==> src/rtl/mips_run_monitor.sv <==
// Run controller/checker for MIPSProcessor: holds proc_reset, then passes on a stable matching result or times out.
// Latency: start-to-done is at least RST_CYCLES+STABLE_CYCLES cycles; all outputs registered except hist_data.
// No backpressure: start is ignored outside IDLE/DONE. Optional history buffer enabled by MIPS_MON_HIST_EN.
module mips_run_monitor #(
    parameter int RESULT_W      = 17,
    parameter int RST_CYCLES    = 2,
    parameter int MAX_CYCLES    = 50,
    parameter int STABLE_CYCLES = 4,
    parameter int HIST_DEPTH    = 8
) (
    input  logic                          clk,
    input  logic                          reset,
    input  logic                          start,
    input  logic [RESULT_W-1:0]           expected,
    input  logic [RESULT_W-1:0]           result,
    output logic                          proc_reset,
    output logic                          running,
    output logic                          done,
    output logic                          pass,
    output logic                          timeout,
    output logic [15:0]                   cycle_count,
    output logic [7:0]                    change_count,
    input  logic [$clog2(HIST_DEPTH)-1:0] hist_idx,
    output logic [RESULT_W-1:0]           hist_data
);
    localparam int HW = $clog2(STABLE_CYCLES + 1);
    localparam int RW = (RST_CYCLES > 1) ? $clog2(RST_CYCLES) : 1;
    localparam int IW = $clog2(HIST_DEPTH);

    typedef enum logic [1:0] {S_IDLE, S_RESET, S_RUN, S_DONE} state_t;

    state_t              state, state_n;
    logic [RW-1:0]       rcnt, rcnt_n;
    logic [HW-1:0]       h, h_n;
    logic [RESULT_W-1:0] prev, prev_n;
    logic [15:0]         cc_n;
    logic [7:0]          chg_n;
    logic                done_n, pass_n, to_n;
    logic                push, clr;

    always_comb begin
        state_n = state;
        rcnt_n  = rcnt;
        h_n     = h;
        prev_n  = prev;
        cc_n    = cycle_count;
        chg_n   = change_count;
        done_n  = done;
        pass_n  = pass;
        to_n    = timeout;
        push    = 1'b0;
        clr     = 1'b0;
        case (state)
            S_IDLE, S_DONE: begin
                if (start) begin
                    state_n = S_RESET;
                    clr     = 1'b1;
                    rcnt_n  = '0;
                    h_n     = '0;
                    cc_n    = '0;
                    chg_n   = '0;
                    done_n  = 1'b0;
                    pass_n  = 1'b0;
                    to_n    = 1'b0;
                end
            end
            S_RESET: begin
                if (rcnt == RW'(RST_CYCLES - 1)) state_n = S_RUN;
                else                             rcnt_n  = rcnt + RW'(1);
            end
            S_RUN: begin
                cc_n = cycle_count + 16'd1;
                // h==0 marks the first sample of a run
                if (h == '0) begin
                    h_n    = HW'(1);
                    prev_n = result;
                    push   = 1'b1;
                end else if (result == prev) begin
                    if (h != HW'(STABLE_CYCLES)) h_n = h + HW'(1);
                end else begin
                    h_n    = HW'(1);
                    prev_n = result;
                    push   = 1'b1;
                    if (change_count != 8'hFF) chg_n = change_count + 8'd1;
                end
                if (h_n == HW'(STABLE_CYCLES) && result == expected) begin
                    state_n = S_DONE;
                    done_n  = 1'b1;
                    pass_n  = 1'b1;
                end else if (cc_n == 16'(MAX_CYCLES)) begin
                    state_n = S_DONE;
                    done_n  = 1'b1;
                    to_n    = 1'b1;
                end
            end
            default: state_n = S_IDLE;
        endcase
    end

    always_ff @(posedge clk or posedge reset) begin
        if (reset) begin
            state        <= S_IDLE;
            rcnt         <= '0;
            h            <= '0;
            prev         <= '0;
            cycle_count  <= '0;
            change_count <= '0;
            done         <= 1'b0;
            pass         <= 1'b0;
            timeout      <= 1'b0;
            proc_reset   <= 1'b1;
            running      <= 1'b0;
        end else begin
            state        <= state_n;
            rcnt         <= rcnt_n;
            h            <= h_n;
            prev         <= prev_n;
            cycle_count  <= cc_n;
            change_count <= chg_n;
            done         <= done_n;
            pass         <= pass_n;
            timeout      <= to_n;
            proc_reset   <= (state_n == S_IDLE) || (state_n == S_RESET);
            running      <= (state_n == S_RESET) || (state_n == S_RUN);
        end
    end

`ifdef MIPS_MON_HIST_EN
    logic [RESULT_W-1:0] hist_mem [HIST_DEPTH];
    logic [IW-1:0]       wptr;
    logic [IW-1:0]       rptr;

    always_ff @(posedge clk or posedge reset) begin
        if (reset) begin
            wptr <= '0;
            for (int i = 0; i < HIST_DEPTH; i++) hist_mem[i] <= '0;
        end else if (clr) begin
            wptr <= '0;
            for (int i = 0; i < HIST_DEPTH; i++) hist_mem[i] <= '0;
        end else if (push) begin
            hist_mem[wptr] <= result;
            wptr           <= wptr + IW'(1);
        end
    end

    // wptr points at the next free slot; index 0 is the latest push
    assign rptr      = wptr - IW'(1) - hist_idx;
    assign hist_data = hist_mem[rptr];
`else
    logic unused_hist;
    assign unused_hist = ^{hist_idx, push, clr};
    assign hist_data   = '0;
`endif

endmodule

==> config.mk <==
export PLATFORM = sky130hd
export DESIGN_NAME = mips_run_monitor
export DESIGN_NICKNAME = d
export VERILOG_FILES = /design/src/rtl/mips_run_monitor.sv
export SDC_FILE = /design/constraint.sdc
export NUM_CORES = 1
export LEC_CHECK = 0
export ABC_AREA = 1
export BUFFER_PORTS_ARGS = -buffer_cell sky130_fd_sc_hd__buf_2
export CORE_MARGIN = 3
export CORE_UTILIZATION = 40
export DETAILED_ROUTE_END_ITERATION = 8
export GPL_TIMING_DRIVEN = 0
export HOLD_SLACK_MARGIN = 0.03
export PLACE_DENSITY = 0.75
export SYNTH_ARGS = -nofsm -noshare
export SYNTH_HDL_FRONTEND = slang
export SYNTH_SLANG_ARGS = --single-unit
==> constraint.sdc <==
create_clock -name clk -period 3.25 [get_ports clk]
set_input_delay 0.975 -clock clk [delete_from_list [all_inputs] [get_ports clk]]
set_output_delay 0.975 -clock clk [all_outputs]
set_load 0.01 [all_outputs]
Word level (Yosys, flattened, before mapping)
Cells that the tools add are included.

word-level totals
  register bits after elaboration = 52
  input bits = 40
  output and inout bits = 46
  logic and storage cells = 81

operators by class
  add/sub/neg operators = 4
  eq/ne operators = 20
  mux-type cells = 30
  reduce and logical (&&, ||, !) cells = 16

operators by type and width
  operator                 number
  $eq A17 B17 Y1           2
  $mux W17                 2
  $mux W8                  4
  $pmux W16 S2             1
  $add A16 B1 Y16 const B  1
  $eq A16 B6 Y1 const B    1
  $mux W16                 1
  $ne A2 B2 Y1 const B     8
  $pmux W8 S2              1
  $mux W3                  5
  $add A8 B1 Y8 const B    1
  $mux W2                  4
  $ne A8 B8 Y1 const B     1
  $pmux W1 S2              4
  $eq A2 B2 Y1 const B     3
  $mux W1                  6
  $ne A3 B3 Y1 const B     2
  $pmux W2 S3              1
  $pmux W3 S2              1
  $reduce_and A2 Y1        3
  $reduce_and A3 Y1        2
  $reduce_and A5 Y1        1
  $eq A2 B1 Y1 const B     2
  $logic_not A2 Y1         2
  other kinds (9)          11

Longest topological paths before layout
Gate-level depths: netlist (run 1).

  word-level depth = 11
  depth in mapped cells = 16
  mapped depth without buffers = 16

Worst setup path after synthesis (run 1)
OpenSTA, ideal clock, no wires.

  kind = in2reg
  start point = input result[6]
  end point = register prev[13]
  setup time = 0.125 ns
  arrival = 2.087 ns
  required time = 3.125 ns
  path slack = 1.038 ns
  cell stages on the path = 11
  path buffers = 1
  path through = inv_1 > nand2_1 > nand2_1 > nor2_1 > nand2_1 > nor2_1 > nand3_1 > nor2_1 > nor2_1 > buf_6 > mux2_4

between the ends
  word-level cells in the longest chain between the ends = 3

ends and longest elaborated chain
  element                      line  RTL
  from (decl)                  15    input logic [RESULT_W-1:0] result,
  $eq A17 B17 Y1               78    end else if (result == prev) begin
  $ne A2 B2 Y1 (no line)       -
  $reduce_and A2 Y1 (no line)  -
  to (signal assigned)         117   prev <= prev_n;
  to (decl)                    35    logic [RESULT_W-1:0] prev, prev_n;

Every way passes these cells.
A chain may end at the register's enable or synchronous reset.

Worst setup path after layout (run 1)
  start point = input result[1]
  end point = register change_count[4]

between the ends
  word-level cells in the longest chain between the ends = 3

ends and longest elaborated chain
  element                      line  RTL
  $eq A17 B17 Y1               78
  $ne A2 B2 Y1 (no line)       -
  $reduce_and A5 Y1 (no line)  -
  to (signal assigned)         119   change_count <= chg_n;
  to (decl)                    22    output logic [7:0] change_count,

Every way passes these cells.

==> metrics.md, run 1 <==
| Metric | Value |
|---|---|
| Status | `completed` |
| Port buffer count | `65` |
| Max stage delay cell, worst path | `sky130_fd_sc_hd__nand2_1` |
| Critical path launch point type | `input port` |
| Placed cell areas | `0.00387 mm2` |
| Share of the yosys chip area belonging to registers | `39.0%` |
| Type of the worst setup path | `in -> reg` |
| Die Height | `97.4 um` |
| Post-Synth Adder-Cell Area | `2.62%` |
| Vias | `3135` |
| Total GRT Usage | `16.1%` |
| Post_cts resized | `0` |
| Hold slack | `0.521 ns` |
| Synth Area in Compound Gates | `8.84%` |
| Max-slew violations | `0` |
| Post-synthesis mux area share | `1.80%` |
| Post-CTS repair timing setup buffer count | `0` |
| Clock tree skew after final layout | `0.0133 ns` |
| Synthesized area per cell | `7.27 um2` |
| Clock latency reported for the late side of the worst-skew pair | `0.31 ns` |
| Starting density of the core | `42.2%` |
| Die X-Extent | `97.4 um` |
| Power, Total | `2.46 mW` |
| Synthesis-to-layout area growth | `19.6%` |
| Total core area | `0.00793 mm2` |
| Fill cells | `767` |
| Antenna violations before repair | `0` |
| Total clock sinks | `52` |
| Placer Congestion | `0.856` |
| Maximum vdd ir drop | `0.361 mV` |
| Combinational family with the most area after synthesis | `simple AND/OR/NAND/NOR gates` |
| Count of pins on the block boundary | `86` |
| Critical Path AT | `2.50 ns` |
| Worst slew slack as a fraction of its limit | `60.6%` |
| Standard-cell row count | `32` |
| EDFF count, synth | `0` |
| Clock Path Buffers | `2` |
| Number of CTS-inserted buffers | `5` |
| Number of global-route vias before repair | `2984` |
| Most frequently used flop master after synthesis | `sky130_fd_sc_hd__dfrtp_1` |
| Fraction of final layout cells sized beyond drive strength 1 | `21.6%` |
| Via density per instance | `4.81` |
| Number of antenna-violating nets in the routed design | `0` |
| Yosys synthesis warning count | `0` |
| TNS Setup | `0 ns` |
| Number of DRC markers in iteration 0 | `116` |
| Length of the first detailed-routing pass in iterations | `4` |
| Peak per-stage delay on the critical path | `0.21 ns` |
| Hold Crit Class | `reg -> reg` |
| Root Driver | `sky130_fd_sc_hd__clkbuf_8` |
| Total power per unit cell area | `617 mW/mm2` |
| Total of hold buffers inserted after clock tree synthesis | `0` |
| Final design instance area without fill | `0.00400 mm2` |
| Number of violations of the max-capacitance limit | `0` |
| Detail Placement HPWL | `6.07 mm` |
| Crit end category | `register` |
| Wire length per cell | `11.7 um` |
| Total Wirelength | `7.62 mm` |
| Share of flip-flops with an asynchronous set or reset after synthesis | `100%` |
| Detailed-route DRC error count | `0` |
| Total of flip-flops plus latches after synthesis | `52` |
| Data required time of the worst path | `3.44 ns` |
| Post-Synth XOR/XNOR Area | `4.98%` |
| Time the final worst path needs with I/O delays and setup | `2.31 ns` |
| Leakage power summed over all cells | `2.10 nW` |
| Worst-path fanout max | `7` |
| Count of endpoints failing hold in the final timing report | `0` |
| Final std cells w/o fill | `652` |
| Cell-by-cell trace of the critical path | `buf_2, inv_1, nand2_1, nand2_1, nor2_1, nand2_1, nor2_1, nand3_1, nand4_1, nand2_1, nand2_1, nor2_1, o22ai_1, nor2_1` |
| Worst setup slack before clock tree synthesis | `0.607 ns` |
| Clock transition at the register clock pins on the worst setup and hold paths after CTS | `0.10 ns` |
| Final setup slack of the worst path | `0.936 ns` |
| Unrepaired setup endpoints after global routing | `false` |
| Global-route congestion overflow total | `0` |
| Count of cell types in the netlist | `29` |
| Fin crit share | `71.2%` |
| Maximum number of pins on one net before global-route repair | `28` |
| TritonCTS clock tree | `built` |
| Global-route wire length before repair | `13.0 mm` |
| Nets | `596` |
| Simple-Gate Fraction of Synth Area | `29.9%` |
| Die outline area | `0.00949 mm2` |
| Transition time at the pin with the least slew margin | `0.590 ns` |
| Most common cell type on the critical path | `sky130_fd_sc_hd__nand2_1` |
| Utilization after layout | `50.4%` |
| H-tree depth | `2` |
| Gate count of the mapped netlist | `460` |
| Total setup violations reported at the end of the flow | `0` |
| Cell Count Post-Placement | `644` |
| Synthesized cell area | `0.00334 mm2` |
| Final antenna diode count | `0` |
| FMAX | `432 MHz` |
==> metal layers <==
layer,share of wire (%),track usage (%)
met5,0,0
met4,1.4,5.01
met3,4.0,2.44
met2,51,28.9
met1,44,19.8
==> sequential cells by signal (all words and copies together) (netlist names) <==
signal	flops
pass	1
state	2
h	3
done	1
rcnt	1
change_count	8
running	1
cycle_count	16
timeout	1
prev	17
proc_reset	1
==> critical path: cells and delay by family <==
| kind | cells | cell delay (ns) |
|---|---|---|
| AOI/OAI and AO/OA | 1 | 0.10 |
| buffers and inverters | 2 | 0.16 |
| and+or+nand+nor | 11 | 1.26 |
==> path summary, 6_finish.rpt <==
kind	start	to	depth (start not counted)	slack (ns)
min reg2reg	pass	pass	2	0.52
max in group asynchronous	reset	change_count[2]	3	1.97
max reg2reg	state[0]	change_count[4]	10	1.04
min in group asynchronous	reset	cycle_count[6]	2	0.72
min	pass	pass	2	0.52
max	result[1]	change_count[4]	14	0.94
==> synthesized netlist by cell type, types with 5 or more instances <==
| cell | count | share of area [%] |
|---|---|---|
| sky130_fd_sc_hd__nand4_1 | 14 | 2.6 |
| sky130_fd_sc_hd__nand2_2 | 7 | 1.3 |
| sky130_fd_sc_hd__xnor2_1 | 9 | 2.4 |
| sky130_fd_sc_hd__a21oi_1 | 5 | 0.75 |
| sky130_fd_sc_hd__nand3_1 | 26 | 3.9 |
| sky130_fd_sc_hd__o21ai_0 | 35 | 5.2 |
| sky130_fd_sc_hd__buf_4 | 17 | 3.8 |
| sky130_fd_sc_hd__dfrtp_1 | 51 | 38 |
| sky130_fd_sc_hd__o22ai_1 | 12 | 2.2 |
| sky130_fd_sc_hd__xor2_1 | 10 | 2.6 |
| sky130_fd_sc_hd__ha_1 | 7 | 2.6 |
| sky130_fd_sc_hd__inv_1 | 70 | 7.9 |
| sky130_fd_sc_hd__nor2_1 | 44 | 4.9 |
| sky130_fd_sc_hd__nand2_1 | 121 | 14 |
==> layout make-up <==
class                           count  area [um2]  share of cell area, %
Buffer                             22         154                   3.85
Multi-Input combinational cell    329        1670                   41.8
Clock buffer                        6        82.6                   2.07
Timing Repair Buffer               66         345                   8.64
Clock inverter                      2        38.8                  0.971
Sequential cell                    52        1300                   32.6
Tap cell                          102         128                   3.19
Inverter                           73         274                   6.86
==> power breakdown <==
group / internal [mW] / switching [mW] / leakage [nW]
clock network: 0.252 / 0.222 / 0.0614
logic: 0.381 / 0.676 / 1.36
registers: 0.820 / 0.113 / 0.680
total: 1.45 / 1.01 / 2.10
==> cell usage in the layout, fill, tap and decap left out, types with 4 or more instances in the layout <==
| cell | count |
|---|---|
| sky130_fd_sc_hd__buf_2 | 65 |
| sky130_fd_sc_hd__conb_1 | 17 |
| sky130_fd_sc_hd__nand2_2 | 7 |
| sky130_fd_sc_hd__o22ai_1 | 12 |
| sky130_fd_sc_hd__nand2_1 | 121 |
| sky130_fd_sc_hd__xor2_1 | 10 |
| sky130_fd_sc_hd__dfrtp_1 | 51 |
| sky130_fd_sc_hd__inv_1 | 69 |
| sky130_fd_sc_hd__buf_4 | 17 |
| sky130_fd_sc_hd__o21ai_0 | 35 |
| sky130_fd_sc_hd__nand3_1 | 26 |
| sky130_fd_sc_hd__nor2_2 | 4 |
| sky130_fd_sc_hd__nor2_1 | 44 |
| sky130_fd_sc_hd__clkbuf_8 | 6 |
| sky130_fd_sc_hd__nand4_1 | 14 |
| sky130_fd_sc_hd__clkbuf_1 | 4 |
| sky130_fd_sc_hd__a21oi_1 | 5 |
| sky130_fd_sc_hd__xnor2_1 | 9 |
| sky130_fd_sc_hd__mux2_4 | 4 |
| sky130_fd_sc_hd__ha_1 | 7 |
==> cells by family (layout without fill, tap and decap cells) <==
kind of cell,after synthesis,after routing
AOI/OAI and AO/OA,55,55
DFF,52,52
buffers and inverters,95,169
muxes,4,4
adders and majority gates,7,7
and+or+nand+nor,227,227
other,1,17
xor gates and xnor gates,19,19
Note: power is estimated with default switching activity, not from simulation.
==> run 2, diff against run 1 <==
==> constraint.sdc (replaced) <==
create_clock -name clk -period 2.2 [get_ports clk]
set_input_delay 0.66 -clock clk [delete_from_list [all_inputs] [get_ports clk]]
set_output_delay 0.66 -clock clk [all_outputs]
set_load 0.01 [all_outputs]
==> metrics.md, run 2 (same netlist as run 1, synthesis figures left out) <==
| Metric | Value |
|---|---|
| Worst-path fanout max | `10` |
| Clk pwr share | `18.6%` |
| Vias | `3165` |
| Wire length per cell | `11.8 um` |
| Highest-count cells in the layout ignoring fill and taps | `120 x sky130_fd_sc_hd__nand2_1, 68 x sky130_fd_sc_hd__inv_1, 65 x sky130_fd_sc_hd__buf_2, 49 x sky130_fd_sc_hd__dfrtp_1, 42 x sky130_fd_sc_hd__nor2_1` |
| Time the final worst path needs with I/O delays and setup | `2.07 ns` |
| Total Wirelength | `7.73 mm` |
| Clock tree skew after final layout | `0.0127 ns` |
| Root Driver | `sky130_fd_sc_hd__clkbuf_8` |
| Port buffer count | `65` |
| Total setup violations reported at the end of the flow | `0` |
| FMAX | `483 MHz` |
| Data required time of the worst path | `2.42 ns` |
| Number of global-route vias before repair | `2980` |
| Type of the worst setup path | `reg -> reg` |
| Clock transition at the register clock pins on the worst setup and hold paths after CTS | `0.10 ns` |
| Registers with the most flip-flops | `prev (17), cycle_count (16), change_count (8)` |
| Via density per instance | `4.82` |
| Die Height | `97.4 um` |
| Status | `completed` |
| Placed cell areas | `0.00387 mm2` |
| Max reg flops | `17` |
| Critical path launch point type | `register` |
| Final design instance area without fill | `0.00404 mm2` |
| H-tree depth | `2` |
| Net Sw Frac | `40.5%` |
| Count of endpoints failing hold in the final timing report | `0` |
| Max-slew violations | `0` |
| Number of CTS-inserted buffers | `5` |
| Worst setup path startpoint | `state[0]` |
| Synthesis-to-layout area growth | `21.0%` |
| Final antenna diode count | `0` |
| TritonCTS clock tree | `built` |
| Worst slew slack as a fraction of its limit | `60.7%` |
| Die outline area | `0.00949 mm2` |
| Placer Congestion | `0.856` |
| Unrepaired setup endpoints after global routing | `true` |
| Clock Path Buffers | `2` |
| Length of the first detailed-routing pass in iterations | `4` |
| Nets | `600` |
| Clock latency reported for the late side of the worst-skew pair | `0.31 ns` |
| Total power per unit cell area | `925 mW/mm2` |
| Global-route congestion overflow total | `0` |
| Total core area | `0.00793 mm2` |
| Die X-Extent | `97.4 um` |
| Total clock sinks | `52` |
| Standard-cell row count | `32` |
| Most common library cell in the layout ignoring fill and taps | `sky130_fd_sc_hd__nand2_1` |
| Critical Path AT | `2.30 ns` |
| Global-route wire length before repair | `13.0 mm` |
| Net switching power | `1.51 mW` |
| TNS Setup | `0 ns` |
| Total GRT Usage | `16.2%` |
| Fill cells | `759` |
| Sequential share of power | `37.0%` |
| Cell Count Post-Placement | `644` |
| Fraction of final layout cells sized beyond drive strength 1 | `23.8%` |
| Pint | `2.23 mW` |
| Maximum number of pins on one net before global-route repair | `28` |
| Detailed-route DRC error count | `0` |
| Maximum vdd ir drop | `0.532 mV` |
| Crit end category | `register` |
| Antenna violations before repair | `0` |
| Fin crit share | `94.2%` |
| Leakage power summed over all cells | `2.11 nW` |
| Power, Total | `3.74 mW` |
| Hold Crit Class | `in -> async` |
| Starting density of the core | `42.2%` |
| Reg-to-Reg Start | `state[0]` |
| Power share of the combinational group | `44.3%` |
| Number of antenna-violating nets in the routed design | `0` |
| Transition time at the pin with the least slew margin | `0.589 ns` |
| Detail Placement HPWL | `6.07 mm` |
| Final std cells w/o fill | `656` |
| Count of pins on the block boundary | `86` |
| Total of hold buffers inserted after clock tree synthesis | `0` |
| Number of violations of the max-capacitance limit | `0` |
| Number of DRC markers in iteration 0 | `102` |
| Register with the highest flop count | `prev` |
==> run 2: cell count changes in the layout (fill, tap and decap cells not counted), sizes merged <==
| cell | delta |
|---|---|
| buf | +3 |
| clkinv | -1 |
| clkinvlp | +1 |
| nor2 | +1 |
==> run 2: metal layers <==
| metal | global-route usage [%] | share of wire, % | vias up |
|---|---|---|---|
| li1 | - | - | 1604 |
| met3 | 2.44 | 4.4 | 11 |
| met2 | 28.9 | 50 | 81 |
| met1 | 19.9 | 44 | 1469 |
| met5 | 0 | 0 | - |
| met4 | 5.01 | 1.7 | 0 |
==> run 2: final cells by class <==
type | count | area, um2 | area share, %
clock inverters | 2 | 38.8 | 0.959
inverters | 73 | 278 | 6.87
multi-input cells | 330 | 1690 | 41.8
well taps | 102 | 128 | 3.16
flip-flops and latches | 52 | 1310 | 32.3
clock buffers | 6 | 82.6 | 2.04
plain buffers | 22 | 154 | 3.81
repair buffers | 69 | 368 | 9.10
==> run 2: power by group through the flow <==
stage               Clock, mW  Combinational, mW  Sequential [mW]
floorplan                   0               1.14             1.38
CTS                     0.720               1.58             1.38
finish                  0.697               1.66             1.39
global route            0.754               1.91             1.42
global placement            0               1.49             1.38
detailed placement          0               1.56             1.39
==> run 2: critical path: stages, from the launching register on <==
cell                         delay [ns]
sky130_fd_sc_hd__dfrtp_1           0.42
sky130_fd_sc_hd__inv_2             0.09
sky130_fd_sc_hd__ha_2              0.29
sky130_fd_sc_hd__inv_1             0.07
sky130_fd_sc_hd__nor2_1            0.08
sky130_fd_sc_hd__nor2_2            0.46
sky130_fd_sc_hd__clkinvlp_4        0.38
sky130_fd_sc_hd__o22ai_1           0.21
==> run 2: metrics by stage <==
stage	util, %	setup slack (ns)	hold slack, ns
floorplan	-	0.284	0.475
global placement	48.6	-0.452	0.500
detailed placement	48.9	-0.128	0.508
CTS	50.4	0.0348	0.415
global route	51.0	-0.0112	0.441
finish	51.0	0.128	0.406
==> run 2: repair_timing <==
item	CTS	global route
gates cloned	0	1
endpoints found under the setup margin	1	17
endpoints found under the hold margin	0	0
buffers inserted	0	3
pin swaps	0	2
gates resized for setup	1	8
==> run 2: path summary, 6_finish.rpt <==
path | to | slack (ns) | depth (start not counted)
worst min register to register | pass | 0.52 | 2
max in group asynchronous | change_count[2] | 1.24 | 3
min in group clk | pass | 0.52 | 2
worst max register to register | h[0] | 0.13 | 7
worst min-delay path | cycle_count[6] | 0.41 | 2
worst max-delay path | h[0] | 0.13 | 7
